<file path="config.mk">
export PLATFORM = sky130hd
export DESIGN_NAME = eth_crc_engine
export DESIGN_NICKNAME = d
export VERILOG_FILES = /design/src/rtl/eth_crc_engine.sv
export SDC_FILE = /design/constraint.sdc
export NUM_CORES = 1
export LEC_CHECK = 0
export CAP_MARGIN = 30
export CORE_MARGIN = 1
export CORE_UTILIZATION = 49
export CTS_BUF_LIST = sky130_fd_sc_hd__clkbuf_16
export DETAILED_ROUTE_END_ITERATION = 12
export HOLD_SLACK_MARGIN = 0.12
export PLACE_DENSITY = 0.78
export SYNTH_ARGS = -nofsm -noshare
export SYNTH_HDL_FRONTEND = slang
export SYNTH_SLANG_ARGS = --single-unit
</file>
<file path="constraint.sdc">
create_clock -name Clk -period 6.25 [get_ports Clk]
set_clock_uncertainty 0.2 [all_clocks]
set_input_delay 1.25 -clock Clk [delete_from_list [all_inputs] [get_ports Clk]]
set_output_delay 1.25 -clock Clk [all_outputs]
set_load 0.03 [all_outputs]
</file>
<file path="src/rtl/eth_crc_engine.sv">
`default_nettype none
// -----------------------------------------------------------------------------
// eth_crc_engine : framed reflected CRC-32 generate/check, DATA_BYTES per clock
// Revision       : 1.0
// -----------------------------------------------------------------------------
module eth_crc_engine #(
    parameter int          DATA_BYTES = 4,
    parameter logic [31:0] POLY       = 32'hEDB88320,
    parameter logic [31:0] INIT       = 32'hFFFFFFFF,
    parameter logic [31:0] XOR_OUT    = 32'hFFFFFFFF,
    parameter logic [31:0] RESIDUE    = 32'hDEBB20E3
) (
    input  logic                      Clk,
    input  logic                      Rst,
    input  logic                      In_Valid,
    input  logic                      In_Sof,
    input  logic                      In_Eof,
    input  logic [DATA_BYTES-1:0]     In_Keep,
    input  logic [8*DATA_BYTES-1:0]   In_Data,
    input  logic                      Mode,
    output logic                      Crc_Valid,
    output logic [31:0]               Crc_Out,
    output logic                      Crc_Ok,
    output logic [15:0]               Byte_Count,
    output logic                      Busy,
    output logic                      Frame_Err
);

    localparam logic [0:0] ST_IDLE   = 1'b0;
    localparam logic [0:0] ST_ACTIVE = 1'b1;

    logic [0:0]            state_q, state_d;
    logic [31:0]           crc_q, crc_d;
    logic [15:0]           count_q, count_d;
    logic                  mode_q, mode_d;
    logic                  crc_valid_q, crc_valid_d;
    logic [31:0]           crc_out_q, crc_out_d;
    logic                  crc_ok_q, crc_ok_d;
    logic [15:0]           byte_count_q, byte_count_d;
    logic                  frame_err_q, frame_err_d;

    logic                  word_fold;
    logic                  mode_eff;
    logic [DATA_BYTES-1:0] lane_en;
    logic [31:0]           crc_base;
    logic [31:0]           crc_fold;
    logic [4:0]            lanes;
    logic [15:0]           count_base;
    logic [16:0]           count_sum;
    logic [15:0]           count_fold;

    function automatic logic [31:0] crc_byte(input logic [31:0] crc, input logic [7:0] b);
        logic [31:0] c;
        c = crc;
        for (int i = 0; i < 8; i++) begin
            c = (c >> 1) ^ ((c[0] ^ b[i]) ? POLY : 32'h0);
        end
        return c;
    endfunction

    // A word is folded when it opens a frame or continues an open one; stray words are dropped.
    assign word_fold = In_Valid & (In_Sof | (state_q == ST_ACTIVE));
    assign mode_eff  = In_Sof ? Mode : mode_q;
    assign lane_en   = In_Eof ? In_Keep : {DATA_BYTES{1'b1}};
    assign crc_base  = In_Sof ? INIT : crc_q;

    // Byte-stage unroll; a disabled lane is bypassed, not fed as zero.
    always_comb begin
        crc_fold = crc_base;
        lanes    = 5'd0;
        for (int i = 0; i < DATA_BYTES; i++) begin
            if (lane_en[i]) begin
                crc_fold = crc_byte(crc_fold, In_Data[8*i +: 8]);
                lanes    = lanes + 5'd1;
            end
        end
    end

    assign count_base = In_Sof ? 16'h0000 : count_q;
    assign count_sum  = {1'b0, count_base} + {12'b0, lanes};
    assign count_fold = count_sum[16] ? 16'hFFFF : count_sum[15:0];

    always_ff @(posedge Clk) begin
        if (Rst) begin
            state_q <= ST_IDLE;
        end else begin
            state_q <= state_d;
        end
    end

    always_comb begin
        state_d = state_q;
        if (word_fold) begin
            state_d = In_Eof ? ST_IDLE : ST_ACTIVE;
        end
    end

    always_comb begin
        Busy = (state_q == ST_ACTIVE);
    end

    always_comb begin
        crc_d        = crc_q;
        count_d      = count_q;
        mode_d       = mode_q;
        crc_valid_d  = 1'b0;
        crc_out_d    = crc_out_q;
        crc_ok_d     = crc_ok_q;
        byte_count_d = byte_count_q;
        frame_err_d  = 1'b0;
        if (In_Valid && (In_Sof == (state_q == ST_ACTIVE))) begin
            frame_err_d = 1'b1;
        end
        if (word_fold) begin
            crc_d   = crc_fold;
            count_d = count_fold;
            mode_d  = mode_eff;
            if (In_Eof) begin
                crc_valid_d  = 1'b1;
                crc_out_d    = crc_fold ^ XOR_OUT;
                crc_ok_d     = mode_eff & (crc_fold == RESIDUE);
                byte_count_d = count_fold;
            end
        end
    end

    always_ff @(posedge Clk) begin
        if (Rst) begin
            crc_q        <= INIT;
            count_q      <= 16'h0000;
            mode_q       <= 1'b0;
            crc_valid_q  <= 1'b0;
            crc_out_q    <= 32'h0;
            crc_ok_q     <= 1'b0;
            byte_count_q <= 16'h0000;
            frame_err_q  <= 1'b0;
        end else begin
            crc_q        <= crc_d;
            count_q      <= count_d;
            mode_q       <= mode_d;
            crc_valid_q  <= crc_valid_d;
            crc_out_q    <= crc_out_d;
            crc_ok_q     <= crc_ok_d;
            byte_count_q <= byte_count_d;
            frame_err_q  <= frame_err_d;
        end
    end

    assign Crc_Valid  = crc_valid_q;
    assign Crc_Out    = crc_out_q;
    assign Crc_Ok     = crc_ok_q;
    assign Byte_Count = byte_count_q;
    assign Frame_Err  = frame_err_q;

endmodule
`default_nettype wire

</file>
==> summary.md <==
| Metric | Value |
|---|---|
| Status | `finished, violations left` |
| Failing checks | `negative setup slack` |
| Root buf cell | `clkbuf_16` |
| Final Worst Setup Slack | `-0.0268 ns` |
| Reg2Reg Depth | `22` |
| Fill cell count | `~1,500` |
| Maximum root-to-sink buffer count | `2` |
| Synth Register Bits | `101` |
| Synth top area share | `a little under a fifth` |
| Vias in the first global route | `11,100` |
| Drt total wl | `41.5 mm` |
| Drt initial violations | `between 1,000 and 1,500` |
| Number of synthesized flops with an enable pin | `0` |
| Post-route minimum period | `6.28 ns` |
| Via count | `12,200` |
| Slew HR | `about 34%` |
| Synth-to-layout area growth | `49.8%` |
| Final ANT Viol Nets | `0` |
| Final Cell Area | `about 0.016 mm2` |
| Clock transition at path regs | `roughly 0.070 ns` |
| Cells on Worst Hold Path | `2` |
| Hpwl dp | `29.9 mm` |
| Synthesis Warnings | `0` |
| Layout cells sized above 1 | `between 30% and 40%` |
| Hold Path Class | `flip-flop to flip-flop` |
| RR Endpoint | `Crc_Ok$_SDFFE_PP0P_` |
| HP Start | `Crc_Out[31]$_SDFFE_PP0P_` |
| GRT Total Usage | `about a third` |
| Crit share post-route | `100%` |
| Crit path max fanout | `10` |
| Final hold vios | `0` |
| Initial antenna violation count | `0` |
| Crit path required time | `~6.3 ns` |
| Syn_area_per_cell | `7.91 um2` |
| Htree depth | `3` |
| Routability cong. | `approximately 1.0` |
| Post-synthesis async set-or-reset flop share | `0%` |
| Startpoint Class | `input port` |
| Vias per inst | `roughly 6` |
| Top_reg_cell synth | `dfxtp_1` |
| Top cells by area, synth | `dfxtp_1 19%, xnor2_1 12%, xnor3_1 8.4%` |
| IO Pins | `94` |
| Starting density of the core | `approximately half` |
| Reg2reg setup slack | `0.22 ns` |
| Clock sink total | `101` |
| Row count | `between 50 and 60` |
| Inserted Clock Buffers | `9` |
| Fmax | `159 MHz` |
| Clk_lat worst skew | `0.34 ns` |
| Synth area leader | `dfxtp_1` |
| Kind of critical path | `input port to flip-flop` |
| Cell Area, Placed | `around 0.014 mm2` |
| First-pass GRT wire length | `between 50 and 60 mm` |
| Hold worst-path end | `Crc_Out[31]$_SDFFE_PP0P_` |
| Initial DRT Pass Iterations | `5` |
| Max Slew Vio Count | `0` |
| IO buf count | `93` |
| Worst slew pin tran | `slightly below 1 ns` |
| Grt ovf | `0` |
| Yosys cell types | `slightly below 90` |
| Die area | `about 0.022 mm2` |
| Mapped Nets | `1,402` |
| CTS Hold Bufs | `0` |
| Chip width | `between 100 and 150 um` |
| Largest net degree at the start of global routing | `101` |
| Die Y | `150 um` |
| TritonCTS clock tree | `yes` |
| CP Capture Type | `flip-flop` |
| MaxCap Viol Count | `0` |
| Cells after Synth | `roughly 1,400` |
| Core area | `0.0212 mm2` |
| WL per Instance | `a little over 20 um` |
| Sequential area share after synthesis | `18.9%` |
| Setup violations, final | `1` |
| Critical path data arrival time | `6.37 ns` |
| ANT cells | `0` |
| Nets@finish | `between 1,500 and 2,000` |
| Cell Area, Synth | `0.0107 mm2` |
| Worst R2R Start | `crc_q[0]$_SDFFE_PP1P_` |
| Remaining DRCs | `0` |
## metrics by stage
| stage | utilization [%] | setup WS (ns) | setup TNS [ns] | cells | hold WS (ns) |
|---|---|---|---|---|---|
| floorplan | - | -0.0888 | -0.0888 | 1351 | 0.236 |
| global placement | 66.6 | -0.869 | -24.36 | 1944 | 0.243 |
| detailed placement | 66.8 | -1.01 | -29.40 | 1946 | 0.246 |
| CTS | 71.0 | 0.0156 | 0 | 1980 | 0.256 |
| global route | 75.4 | -0.204 | -0.616 | 2016 | 0.282 |
| finish | 75.4 | -0.0268 | -0.0268 | 2016 | 0.253 |
## cells in the mapped netlist, types with 28 or more instances
cell type / count
nor3_1: 47
xnor2_1: 152
mux2i_1: 41
nand3_1: 28
a211o_1: 30
xor2_1: 68
nor2_1: 187
dfxtp_1: 101
o21ai_0: 52
xnor3_1: 40
a211oi_1: 44
a21oi_1: 93
nand2_1: 112
clkbuf_1: 66
## sequential cells by signal, summed over array words and instances, names as in the netlist
| name | flops |
|---|---|
| count_q | 16 |
| Crc_Valid | 1 |
| Crc_Out | 32 |
| mode_q | 1 |
| Byte_Count | 16 |
| Crc_Ok | 1 |
| Frame_Err | 1 |
| Busy | 1 |
| crc_q | 32 |
## final cells by class
class                   count  area [um2]  area share [%]
clock buffers               9         225            1.41
clock inverters             7        81.3           0.508
inverters                  11        48.8           0.305
multi-input cells        1139        9370            58.5
flip-flops and latches    101        2020            12.6
well taps                 275         344            2.15
repair buffers            474        3910            24.4
## logic make-up (layout without fill, tap and decap cells)
group           count (synthesis)  after routing  share of synthesized area, %
compound gates                306            306                          19.0
xor+xnor                      274            274                          29.2
fa+ha+maj                       9              9                          1.12
buf+inv                       111            501                          4.37
flops                         101            101                          18.9
mux                            48             48                          4.60
other cells                     1              1                        0.0351
simple gates                  501            501                          22.7
## cell usage in the layout, fill, tap and decap left out, drive strengths merged, types with 8 or more instances in the layout
master and count:
nor4 14, ha 8, o211ai 10, mux2i 42, a31oi 13, nand3 29, clkdlybuf4s50 80, a21oi 94
nor3 49, nor2 188, xnor3 43, or3 12, nand2 113, nand3b 9, nor2b 14, and4 8
o21ai 58, clkbuf 16, xor2 70, and3 8, nand2b 9, xnor2 155, nand4 13, inv 13
a211o 30, and2 10, buf 384, dfxtp 101, a211oi 45
## critical path, cell delays in order
cell and delay [ns]:
buf_4 0.17, buf_4 0.14, nor2_2 0.04, xnor2_2 0.28
xnor3_1 0.42, a31o_2 0.29, a211o_1 0.26, a31oi_1 0.17
buf_4 0.17, buf_4 0.14, xnor2_4 0.17, xnor2_2 0.18
buf_4 0.18, xnor3_1 0.35, xnor3_2 0.47, xnor2_2 0.18
mux2i_2 0.24, xor2_1 0.12, o21ai_2 0.22, buf_4 0.15
and4_4 0.22, nand4_1 0.17, nor4_4 0.23, a22o_1 0.14
## worst max path at each step
stage	start	endpoint	slack, ns	depth (start not counted)
6_report	In_Sof	Crc_Ok$_SDFFE_PP0P_	-0.03	24
3_3_place_gp	In_Data[1]	Crc_Ok$_SDFFE_PP0P_	-0.87	23
5_1_grt	In_Data[0]	Crc_Ok$_SDFFE_PP0P_	-0.20	22
3_5_place_dp	In_Data[0]	Crc_Ok$_SDFFE_PP0P_	-1.01	20
4_1_cts	In_Data[3]	Crc_Ok$_SDFFE_PP0P_	0.02	23
2_1_floorplan	In_Data[0]	Crc_Ok$_SDFFE_PP0P_	-0.09	19
## metal layers
layer | routed length (um) | GRT usage (%) | vias to the layer above
met3 | 3220 | 3.41 | 157
li1 | - | - | 5531
met4 | 2170 | 14.1 | 0
met1 | 16500 | 45.8 | 5798
met2 | 19600 | 57.0 | 680
met5 | 0 | 0 | -
## repair_timing
action | 4_1_cts | 5_1_grt
cloned | 0 | 0
gates resized for setup | 101 | 148
buffers inserted | 19 | 38
pin swaps | 35 | 79
setup endpoints to repair | 50 | 39
Power is left out: the tool's default activity adds up to more than one toggle a clock period on the data nets, which glitch-free logic cannot reach.
